[config.mk]
export PLATFORM = sky130hd
export DESIGN_NAME = cdb_result_queue_flat
export DESIGN_NICKNAME = d
export VERILOG_FILES = /design/src/rtl/cdb_pkg.sv /design/src/rtl/cdb_result_queue_if.sv /design/src/rtl/cdb_result_queue.sv /design/src/flat_wrapper.sv
export SDC_FILE = /design/constraint.sdc
export NUM_CORES = 1
export LEC_CHECK = 0
export ABC_AREA = 0
export BUFFER_PORTS_ARGS = -buffer_cell sky130_fd_sc_hd__buf_2
export CAP_MARGIN = 40
export CORE_ASPECT_RATIO = 1.1
export CORE_MARGIN = 5
export CORE_UTILIZATION = 30
export DETAILED_ROUTE_END_ITERATION = 10
export GPL_TIMING_DRIVEN = 1
export PLACE_DENSITY_LB_ADDON = 0.15
export RECOVER_POWER = 25
export SYNTH_ARGS = -nofsm -noshare
export SYNTH_HDL_FRONTEND = slang
export SYNTH_SLANG_ARGS = --single-unit
[constraint.sdc]
create_clock -name clock -period 4.1 [get_ports clock]
set_input_delay 0.205 -clock clock [delete_from_list [all_inputs] [get_ports clock]]
set_output_delay 0.205 -clock clock [all_outputs]
set_load 0.005 [all_outputs]
[src/rtl/cdb_pkg.sv]
// Shared types and sizing for the CDB result queues.
package cdb_pkg;

  localparam int PRF_SIZE    = 64;
  localparam int ROB_SIZE    = 16;
  localparam int PRF_IDX_W   = $clog2(PRF_SIZE);
  // Extra MSB carries the thread id.
  localparam int ROB_IDX_W   = $clog2(ROB_SIZE) + 1;
  localparam int CDB_Q_DEPTH = 4;

  typedef struct packed {
    logic [63:0]          result;
    logic [PRF_IDX_W-1:0] dest;
    logic [ROB_IDX_W-1:0] rob;
    logic                 br_taken;
  } cdb_pkt_t;

endpackage

[src/rtl/cdb_result_queue_if.sv]
// FU-side, flush and CDB-side signals of one result queue.
interface cdb_result_queue_if;
  import cdb_pkg::*;

  logic                 fu_result_valid;
  logic [63:0]          fu_result_in;
  logic [PRF_IDX_W-1:0] fu_dest_reg_idx;
  logic [ROB_IDX_W-1:0] fu_rob_idx;
  logic                 fu_branch_taken;
  logic                 squash_valid;
  logic                 squash_thread;
  logic                 send_in_success;
  logic                 fu_stall;
  logic                 cdb_result_ready;
  logic [63:0]          cdb_result_out;
  logic [PRF_IDX_W-1:0] cdb_dest_reg_idx;
  logic [ROB_IDX_W-1:0] cdb_rob_idx;
  logic                 cdb_branch_taken;

  // The queue itself.
  modport slave (
    input  fu_result_valid, fu_result_in, fu_dest_reg_idx, fu_rob_idx, fu_branch_taken,
    input  squash_valid, squash_thread, send_in_success,
    output fu_stall, cdb_result_ready, cdb_result_out, cdb_dest_reg_idx, cdb_rob_idx,
    output cdb_branch_taken
  );

  // The FU / arbiter environment around the queue.
  modport master (
    output fu_result_valid, fu_result_in, fu_dest_reg_idx, fu_rob_idx, fu_branch_taken,
    output squash_valid, squash_thread, send_in_success,
    input  fu_stall, cdb_result_ready, cdb_result_out, cdb_dest_reg_idx, cdb_rob_idx,
    input  cdb_branch_taken
  );

endinterface

[src/rtl/cdb_result_queue.sv]
// Per-FU completion queue: buffers finished results until the CDB arbiter
// accepts them, back-pressures the FU when full and drops squashed entries.
module cdb_result_queue
  import cdb_pkg::*;
#(
  parameter int DEPTH = CDB_Q_DEPTH
) (
  input  logic             clock,
  input  logic             reset,
  cdb_result_queue_if.slave bus
);

  localparam int PTR_W = $clog2(DEPTH);

  typedef struct packed {
    logic     valid;
    cdb_pkt_t pkt;
  } entry_t;

  entry_t           q [DEPTH];
  logic [PTR_W-1:0] head;
  logic [PTR_W-1:0] tail;
  logic [PTR_W:0]   count;

  logic     full;
  logic     head_live;
  logic     push;
  logic     pop;
  logic     drop;
  logic     advance;
  logic     push_squashed;
  logic [PTR_W:0] count_next;
  cdb_pkt_t in_pkt;

  assign full = (count == (PTR_W+1)'(DEPTH));

  // Queue control: push/pop/drop decisions from registered state and inputs.
  always_comb begin
    // NOTE: every always_comb output gets a default first so no path leaves it unassigned, which would infer a latch.
    in_pkt        = '{result: bus.fu_result_in, dest: bus.fu_dest_reg_idx,
                      rob: bus.fu_rob_idx, br_taken: bus.fu_branch_taken};
    head_live     = (count != '0) && q[head].valid;
    push_squashed = bus.squash_valid && (bus.fu_rob_idx[ROB_IDX_W-1] == bus.squash_thread);
    // Stall comes from the registered count only, so a pop never frees a slot for the same cycle.
    push          = bus.fu_result_valid && !full && !push_squashed;
    pop           = bus.send_in_success && head_live;
    // A squashed head is retired silently, one per cycle.
    drop          = (count != '0) && !q[head].valid;
    advance       = pop || drop;
    count_next    = count + (PTR_W+1)'(push) - (PTR_W+1)'(advance);
  end

  // Storage and pointers; squash invalidation precedes the push into the free tail slot.
  always_ff @(posedge clock or negedge reset) begin
    if (!reset) begin
      head  <= '0;
      tail  <= '0;
      count <= '0;
      // NOTE: the entry array is small, so the whole array is reset rather than only the valid bits; a larger RAM would reset valid bits only.
      for (int i = 0; i < DEPTH; i++) q[i] <= '0;
    end else begin
      // NOTE: non-blocking assignments everywhere here, so the later tail write overrides a squash clear on the same slot deterministically.
      if (bus.squash_valid) begin
        for (int i = 0; i < DEPTH; i++) begin
          if (q[i].pkt.rob[ROB_IDX_W-1] == bus.squash_thread) q[i].valid <= 1'b0;
        end
      end
      if (push) begin
        q[tail] <= '{valid: 1'b1, pkt: in_pkt};
        tail    <= tail + PTR_W'(1);
      end
      // A pop of a head being squashed in the same cycle still advances: the CDB already broadcast it.
      if (advance) head <= head + PTR_W'(1);
      count <= count_next;
    end
  end

  assign bus.fu_stall         = full;
  assign bus.cdb_result_ready = head_live;
  assign bus.cdb_result_out   = head_live ? q[head].pkt.result   : '0;
  assign bus.cdb_dest_reg_idx = head_live ? q[head].pkt.dest     : '0;
  assign bus.cdb_rob_idx      = head_live ? q[head].pkt.rob      : '0;
  assign bus.cdb_branch_taken = head_live ? q[head].pkt.br_taken : 1'b0;

endmodule
[src/flat_wrapper.sv]
// flat-port wrapper written by rule: the top's interface ports become plain ports
module cdb_result_queue_flat import cdb_pkg::*;
#(
  parameter int DEPTH = CDB_Q_DEPTH
)
  (clock, reset, bus_fu_result_valid, bus_fu_result_in, bus_fu_dest_reg_idx, bus_fu_rob_idx, bus_fu_branch_taken, bus_squash_valid, bus_squash_thread, bus_send_in_success, bus_fu_stall, bus_cdb_result_ready, bus_cdb_result_out, bus_cdb_dest_reg_idx, bus_cdb_rob_idx, bus_cdb_branch_taken);
  cdb_result_queue_if bus_i ();
  input  logic clock;
  input  logic reset;
  input wire logic [$bits(bus_i.fu_result_valid)-1:0] bus_fu_result_valid;
  input wire logic [$bits(bus_i.fu_result_in)-1:0] bus_fu_result_in;
  input wire logic [$bits(bus_i.fu_dest_reg_idx)-1:0] bus_fu_dest_reg_idx;
  input wire logic [$bits(bus_i.fu_rob_idx)-1:0] bus_fu_rob_idx;
  input wire logic [$bits(bus_i.fu_branch_taken)-1:0] bus_fu_branch_taken;
  input wire logic [$bits(bus_i.squash_valid)-1:0] bus_squash_valid;
  input wire logic [$bits(bus_i.squash_thread)-1:0] bus_squash_thread;
  input wire logic [$bits(bus_i.send_in_success)-1:0] bus_send_in_success;
  output wire logic [$bits(bus_i.fu_stall)-1:0] bus_fu_stall;
  output wire logic [$bits(bus_i.cdb_result_ready)-1:0] bus_cdb_result_ready;
  output wire logic [$bits(bus_i.cdb_result_out)-1:0] bus_cdb_result_out;
  output wire logic [$bits(bus_i.cdb_dest_reg_idx)-1:0] bus_cdb_dest_reg_idx;
  output wire logic [$bits(bus_i.cdb_rob_idx)-1:0] bus_cdb_rob_idx;
  output wire logic [$bits(bus_i.cdb_branch_taken)-1:0] bus_cdb_branch_taken;
  assign bus_i.fu_result_valid = bus_fu_result_valid;
  assign bus_i.fu_result_in = bus_fu_result_in;
  assign bus_i.fu_dest_reg_idx = bus_fu_dest_reg_idx;
  assign bus_i.fu_rob_idx = bus_fu_rob_idx;
  assign bus_i.fu_branch_taken = bus_fu_branch_taken;
  assign bus_i.squash_valid = bus_squash_valid;
  assign bus_i.squash_thread = bus_squash_thread;
  assign bus_i.send_in_success = bus_send_in_success;
  assign bus_fu_stall = bus_i.fu_stall;
  assign bus_cdb_result_ready = bus_i.cdb_result_ready;
  assign bus_cdb_result_out = bus_i.cdb_result_out;
  assign bus_cdb_dest_reg_idx = bus_i.cdb_dest_reg_idx;
  assign bus_cdb_rob_idx = bus_i.cdb_rob_idx;
  assign bus_cdb_branch_taken = bus_i.cdb_branch_taken;
  cdb_result_queue #(.DEPTH(DEPTH)) u_core (.clock(clock), .reset(reset), .bus(bus_i));
endmodule
==> impl_metrics.toml, run 1 <==
[synth]
syn-cell-area_um2 = 14300
async_reset_ff_share_pct = 100
yosys_warnings = 0
synth_cell_types = 26
syn_area_per_cell_um2 = 16.0
synth-seq-cells = 315
synth_compound_area_share_pct = 0.820
yosys.area_share.simple_pct = 3.72
synth_fa_ha_area_share_pct = 0.663
synth-edff-count = 0
syn_inst = 895
ys.flop_type = "dfrtp_1"
synth_nets = 984
synth_xor_area_share_pct = 0.602
muxShareOfSynthArea_pct = 36.2
synth_top_family_by_area = "multiplexers"
seq_area_frac_synth_pct = 55.0

[critical_path]
cp_max_fo = 24
reg2reg_depth = 6
path_depth = 5
critPathRequiredTime_ps = 3890
critical_path_buf_inv_count = 3
cpPeakStageDelay_ps = 750
cp_cell_sequence = "or3_2 -> buf_16 -> buf_4 -> and3_1 -> buf_2"
criticalPathCategory = "reg2out"
cp_top_family = "simple AND/OR/NAND/NOR gates"
slowest_stage = "or3_2"
endpoint_kind = "primary output"
startpoint_type = "register"
cp.arrival_ps = 2560

[clocking]
cts.sinks = 315
cts_tree = "yes"
cts-buffers-inserted = 40
clockBufferDepth = 3
ctsRootBufferMaster = "clkbuf_16"
cts.htree.levels = 2
clock_latency_ps = 550
cts_hold_buf = 78
clkSlewWorstSetupHoldPaths_ps = 60
post_cts_buffers = 0
cts-resized-gates = 0

[die]
start_util_pct = 30.1
core_um2 = 47600
io_pins = 160
die_y_um = 239
dieArea_um2 = 52300
die_w_um = 218
rows = 84

[placement]
gp_congestion = 0.684
numPortBuffers = 159
detailed_place_hpwl_um = 20900
place_inst = 1654

[grt]
grt_pass1_wl_um = 57500
grt_pass1_vias = 9554
grt_usage_pct = 14.0
antenna_found_initial = 3
grt_overflow = 0
grt_max_degree = 118

[sta]
slew_headroom_pct = -28.4
report.final.setup_viol = 0
final.period_utilization_pct = 67.5
max_freq_mhz = 361
fin_worst_skew_ps = 21.1
fin_tns_setup_ps = 0
layout_min_cycle_time_ps = 2770
hold_violations = 0
drv_slew = 97
worstMarginPinSlew_ps = 1930
rsz0062_at_grt = "false"

[run_status]
failed_checks = "max-capacitance violations, max-slew violations"
status = "finished with violations"

[routing]
first_iter_violations = 367
drc = 0
first_pass_iters = 4
wl_per_cell_um = 20.1
wl_um = 36300
viasPerCell = 4.73
antenna_left = 0
via_count = 8548

[power]
pwr_density_cell_nw_per_um2 = 825
power.leakage_nw = 7.91
peakVddDrop_v = 0.000404

[worst_hold_path]
hold_class = "in2reg"
min_path_cells = 3

[job]
maxCapViolCount = 2

[cells_and_area]
final_layout_size_suffix_gt1_share_pct = 54.7
stdcell_count = 1806
area_growth_pct = 25.3
final_nets = 1218
worst reg2reg max path, delay by kind of cell (launching register included):
kind	cells	cell delay, ps
xor gates and xnor gates	2	300
and+or+nand+nor	1	690
adders and majority gates	2	670
DFF	1	430
AOI/OAI and AO/OA	1	210
layer usage:
metal | track usage, % | up-vias | routed length, um
met1 | 19.2 | 4565 | 16500
li1 | - | 3808 | -
met3 | 3.36 | 44 | 1550
met5 | 0 | - | 0
met2 | 22.6 | 131 | 17600
met4 | 3.79 | 0 | 647
power by group:
part / switching [mW] / leakage [nW] / internal (mW)
registers: 0.757 / 3.76 / 4.72
clock network: 1.36 / 0.646 / 2.11
logic: 2.39 / 3.51 / 3.48
worst paths after layout:
kind,endpoint,slack (ps),start
max,bus_cdb_result_out[36],1330,u_core.count[2]
min,u_core.q[76],90,bus_squash_valid
max reg2reg,u_core.count[2],1700,u_core.count[1]
min reg2reg,register,500,register
max in group asynchronous,async pin,1360,reset
min in group asynchronous,async pin,350,reset
cells by family (layout without fill, tap and decap cells):
group                      after synthesis  count (layout)
and+or+nand+nor                         88              88
xor gates and xnor gates                 9               9
buffers and inverters                   78             341
muxes                                  384             384
AOI/OAI and AO/OA                       14              14
other                                    0               3
DFF                                    315             315
adders and majority gates                7               7
cell type report:
type / count / area, um2
antenna: 3 / 7.51
clock buffer: 63 / 1230
clock inverter: 8 / 72.6
fill: 4630 / 29700
inverter: 10 / 37.5
multi-input combinational: 502 / 6050
sequential: 315 / 7890
tap: 645 / 807
timing repair buffer: 260 / 1860
through the flow:
step	utilization (%)	hold slack, ps	setup WS [ps]	total power [mW]	instance area [um2]
floorplan	-	-90.6	1600	9.57	14300
global placement	33.1	405	1700	11.3	15800
detailed placement	33.4	398	1690	11.5	15900
CTS	37.8	45.8	1250	15.1	18000
global route	37.7	73.2	726	15.8	18000
finish	37.7	89.2	1330	14.8	18000
layout by cell type (no fill, tap or decap), types with 2 or more instances in the layout:
cell type and instances:
a211oi_1 2, diode_2 3, a211oi_4 4, a21o_1 4, xor2_1 2, dfrtp_1 313
mux2_2 306, buf_2 158, clkbuf_8 12, inv_6 2, buf_12 4, nand2_1 9
mux4_2 77, dlygate4sd3_1 78, and3_1 76, inv_1 10, clkbuf_1 11, buf_4 14
clkinv_2 5, a21oi_1 2, dfrtp_4 2, xnor2_1 6, ha_1 6, buf_16 3
clkbuf_16 41
Yosys cell counts (4+ instances only):
master	count	area, um2
nand2_1	9	33.8
buf_6	12	135
mux2_2	306	3450
buf_4	4	30.0
buf_2	28	140
and3_1	76	475
xnor2_1	6	52.6
inv_1	10	37.5
dfrtp_1	315	7880
mux4_2	77	1730
a211oi_2	4	50.1
ha_1	6	75.1
clkbuf_1	22	82.6
a21o_1	4	30.0
(Power assumes the default switching activity.)
==> inputs of run 2 (changes only) <==
- ABC_AREA: 0 -> 1
- clock period: 4.1 -> 2.4 ns (I/O delays scaled with it)
==> impl_metrics.toml, run 2 <==
[run_status]
status = "complete, no violations"

[sta]
fin_worst_skew_ps = 16.1
drv_slew = 0
max_freq_mhz = 432
worst_hold_slack_ps = 53.2
report.final.setup_viol = 0
final.period_utilization_pct = 96.4
hold_violations = 0
worstMarginPinSlew_ps = 1280
layout_min_cycle_time_ps = 2310
slew_headroom_pct = 14.4
rsz0062_at_grt = "true"
fin_tns_setup_ps = 0

[power]
p_switching_mw = 9.71
power_frac_comb_pct = 39.7
power.leakage_nw = 8.64
total_power_mw = 25.1
p_sw_share_pct = 38.7
p_clk_share_pct = 24.6
p_int_mw = 15.3
pwr-share-seq_pct = 35.7
pwr_density_cell_nw_per_um2 = 1400
peakVddDrop_v = 0.000893

[routing]
antenna_left = 0
via_count = 12000
first_iter_violations = 945
wl_um = 42100
first_pass_iters = 7
drc = 0
viasPerCell = 4.60
wl_per_cell_um = 16.2

[cells_and_area]
fin_util_pct = 37.7
fillCellCount = 5024
fin_area_um2 = 17900
final_layout_size_suffix_gt1_share_pct = 13.8
layout_common_cells = "457 x o21ai_0, 337 x nand2_1, 313 x dfrtp_1"
area_growth_pct = 25.2
final_nets = 2011
layout_commonest_cell = "o21ai_0"

[synth]
syn_inst = 1731
seq_area_frac_synth_pct = 55.0
synth_nets = 1820
syn-cell-area_um2 = 14300
async_reset_ff_share_pct = 100
synth-seq-cells = 315
yosys.area.top_type = "dfrtp_1"
syn_area_per_cell_um2 = 8.27
synth-edff-count = 0
ys.flop_type = "dfrtp_1"
synth.top_cells.by_count = "457 x o21ai_0, 337 x nand2_1, 315 x dfrtp_1"
synth_top_area_share_pct = 55.0
synth_cell_types = 21
yosys_warnings = 0
synth_area_leaders = "dfrtp_1 55%, o21ai_0 16%, nand2_1 8.8%"
synth.most_common_cell = "o21ai_0"

[clocking]
clock_latency_ps = 550
ctsRootBufferMaster = "clkbuf_16"
cts-buffers-inserted = 39
cts.htree.levels = 2
clkSlewWorstSetupHoldPaths_ps = 60
cts.sinks = 315
clockBufferDepth = 3
cts_tree = "yes"

[die]
io_pins = 160
start_util_pct = 30.2
die_y_um = 239
rows = 84
die_w_um = 218
core_um2 = 47500
dieArea_um2 = 52200

[grt]
grt_pass1_wl_um = 67500
grt_max_degree = 110
grt_pass1_vias = 12000
antenna_found_initial = 2
grt_overflow = 0
grt_usage_pct = 16.0

[critical_path]
cp_max_fo = 33
critPathRequiredTime_ps = 2280
endpoint_kind = "primary output"
criticalPathCategory = "reg2out"
cp.arrival_ps = 2190
startpoint_type = "register"

[job]
maxCapViolCount = 0

[placement]
detailed_place_hpwl_um = 23400
gp_congestion = 0.702
numPortBuffers = 159
place_area_um2 = 15700

[worst_hold_path]
hold_class = "in2reg"
[run 2: changes by cell type after synthesis, sizes merged, moves of 6 or more]
cell,before,now
mux2,306,0
a21oi,2,79
mux4,77,0
and3,76,0
nand2,9,337
xnor2,7,1
nand3,0,13
nor2,0,304
clkbuf,22,46
inv,10,93
o21ai,1,458
a211oi,6,0
buf,46,76
[run 2: layout make-up]
class | count | area [um2] | share of cell area [%]
diodes | 2 | 5.00 | 0.0279
clock buffers | 64 | 1230 | 6.87
clock inverters | 8 | 130 | 0.726
repair buffers | 272 | 2140 | 11.9
well taps | 645 | 807 | 4.50
inverters | 93 | 353 | 1.97
flip-flops and latches | 315 | 7890 | 44.0
multi-input cells | 1201 | 5380 | 30.0
[run 2: final timing paths]
kind / depth (start not counted) / slack (ps) / start / end
worst min register to register: 2 / 480 / register / register
worst max-delay path: 7 / 90 / u_core.head[0] / bus_cdb_result_out[1]
worst max register to register: 11 / 160 / u_core.head[0] / u_core.count[2]
worst min-delay path: 5 / 50 / bus_send_in_success / u_core.head[0]
max in group asynchronous: 3 / 410 / reset / async pin
min in group asynchronous: 2 / 380 / reset / async pin
[run 2: power groups by stage]
stage	registers, mW	logic [mW]	clock network [mW]
after floorplan	8.67	6.56	0
after CTS	8.93	10.0	6.36
after global placement	8.94	9.45	0
final	8.95	9.95	6.16
after detailed placement	8.99	9.72	0
after global routing	9.23	11.5	6.58
[run 2: logic make-up (layout without fill, tap and decap cells)]
family                   count (synthesis)  after routing  synth area share (%)
flip-flops                             315            315                  55.0
AO/OA/AOI/OAI                          538            538                  18.9
buffers and inverters                  215            437                  7.83
adder cells (fa/ha/maj)                  7              7                 0.664
AND/OR/NAND/NOR                        654            654                  17.5
XOR/XNOR                                 2              2                 0.122
other                                    0              2                     0
[run 2: through the flow]
step / cells / setup slack, ps
finish: 2600 / 85.5
CTS: 2596 / 4.03
global placement: 2441 / 175
detailed placement: 2444 / 174
global route: 2599 / -11.2
floorplan: 1731 / 211
[run 2: repair_timing]
item | CTS | global route
setup buffers | 0 | 0
endpoints found under the hold margin | 623 | 0
gates cloned | 1 | 2
hold buffers | 79 | 0
pin swaps | 0 | 2
resized for setup | 9 | 13
setup endpoints to repair | 54 | 41
[run 2: per-layer routing]
layer	vias up	GRT usage [%]	part of all wire (%)
met3	43	3.17	4.5
met2	242	25.7	46
met4	0	3.33	1.5
met5	-	0	0
met1	5681	22.8	48
li1	5994	-	-
[run 2: worst max-delay path: stages (launching register included)]
cell and delay, ps:
dfrtp_4 520, inv_4 90, nand2_1 60, nand3_1 140, nand3_4 150, buf_12 210, a21oi_1 270, buf_2 170
==> inputs of run 3 (changes only) <==
- CELL_PAD_IN_SITES_DETAIL_PLACEMENT: not set -> 2
- CELL_PAD_IN_SITES_GLOBAL_PLACEMENT: not set -> 2
==> impl_metrics.toml, run 3 (synthesized netlist as in run 2, its figures left out) <==
[routing]
first_pass_iters = 4
wl_met1_um = 22200
wl_per_cell_um = 18.7
top_layer_used = "met5"
first_iter_violations = 533
route.met2.wl_um = 24200
viasPerCell = 4.79
wl_um = 48700
drc = 0
wl_met3_um = 1720
antenna_left = 0
via_count = 12500

[critical_path]
criticalPathCategory = "reg2out"
critPathCapture = "bus_cdb_result_out[35]"
reg2reg_slack_ps = 120
crit_start = "u_core.head[0]"
reg2reg_from = "u_core.head[0]"
startpoint_type = "register"
reg2reg_to = "u_core.count[2]"
critPathRequiredTime_ps = 2280
endpoint_kind = "primary output"
cp.arrival_ps = 2180
cp_max_fo = 47
reg2reg_depth = 11

[cells_and_area]
layout_commonest_cell = "o21ai_0"
area_growth_pct = 25.8
final_layout_size_suffix_gt1_share_pct = 14.2
layout_common_cells = "457 x o21ai_0, 337 x nand2_1, 313 x dfrtp_1"
ff_latch_area_um2 = 7890
multi_input_area_um2 = 5410
fillCellCount = 5406
final_nets = 2012

[grt]
grt_pass1_vias = 14100
antenna_found_initial = 4
grt_overflow = 0
grt_usage_pct = 18.5
grt_pass1_wl_um = 77700
grt_max_degree = 107

[clocking]
clkSlewWorstSetupHoldPaths_ps = 60
clockBufferDepth = 3
cts.sinks = 315
clock_latency_ps = 540
cts_tree = "yes"
ctsRootBufferMaster = "clkbuf_16"
cts-buffers-inserted = 38
cts.htree.levels = 2

[sta]
drv_slew = 61
worstMarginPinSlew_ps = 2110
final.period_utilization_pct = 95.7
hold_violations = 0
setup_slack_ps = 103
max_freq_mhz = 435
fin_tns_setup_ps = 0
layout_min_cycle_time_ps = 2300
report.final.setup_viol = 0
slew_headroom_pct = -40.3
worst_hold_slack_ps = 4.39
fin_worst_skew_ps = 11.3

[die]
dieArea_um2 = 52200
io_pins = 160
start_util_pct = 30.2
die_y_um = 239
die_w_um = 218
rows = 84
core_um2 = 47500

[power]
peakVddDrop_v = 0.000735
pwr_density_cell_nw_per_um2 = 1420
power.leakage_nw = 8.67

[worst_hold_path]
hold_class = "in2reg"

[placement]
place_ws_ps = 71.3
detailed_place_hpwl_um = 27300
gp_congestion = 0.701
numPortBuffers = 159

[run_status]
status = "finished with violations"
failed_checks = "max-capacitance violations, max-slew violations"

[job]
maxCapViolCount = 1
==> run 3: worst min path at each step <==
stage          slack, ps              to  cells past startpoint                start
3_5_place_dp         150       async pin                      1                reset
5_1_grt               30  u_core.head[1]                      5  bus_send_in_success
3_3_place_gp         150       async pin                      1                reset
2_1_floorplan       -180       async pin                      0                reset
6_report               4  u_core.head[1]                      5  bus_send_in_success
4_1_cts               30  u_core.head[1]                      5  bus_send_in_success
==> run 3: area by class of cell <==
type	instances	area share (%)
antenna	3	0.0417
clock inverter	7	0.611
tap	645	4.48
sequential	315	43.8
multi-input combinational	1201	30.0
timing repair buffer	274	12.4
inverter	93	1.97
clock buffer	63	6.71
==> run 3: through the flow <==
stage          util, %  instances  area [um2]  power, mW
3_5_place_dp      33.1       2444       15700       19.2
2_1_floorplan        -       1731       14300       15.2
5_1_grt           37.9       2600       18000       27.8
6_report          37.9       2601       18000       25.6
3_3_place_gp      33.1       2444       15700       18.7
4_1_cts           37.7       2594       17900       25.8
==> run 3: per-layer routing <==
| metal | GRT usage, % | vias up |
|---|---|---|
| met3 | 3.43 | 51 |
| li1 | - | 6002 |
| met2 | 32.9 | 142 |
| met4 | 3.10 | 2 |
| met1 | 23.8 | 6274 |
| met5 | 0 | - |
==> run 3: report_power, final <==
part           leakage (nW)  internal, mW  switching (mW)
sequential             3.96          7.73            1.30
clock                 0.649          3.75            2.31
combinational          4.06          3.82            6.65
==> run 3: worst max-delay path, cell delays in order, from the launching register on <==
cell and delay [ps]:
dfrtp_4 540, inv_6 110, nand2_1 70, nand3_2 110
nand3_4 120, buf_16 220, a21oi_1 240, buf_2 150
==> run 3: timing repair <==
item / CTS / global route
gates cloned: 1 / 2
setup endpoints to repair: 36 / 53
hold endpoints to repair: 365 / 0
pin swaps: 0 / 1
setup buffers: 0 / 2
gates resized for setup: 8 / 13
hold buffers: 79 / 0
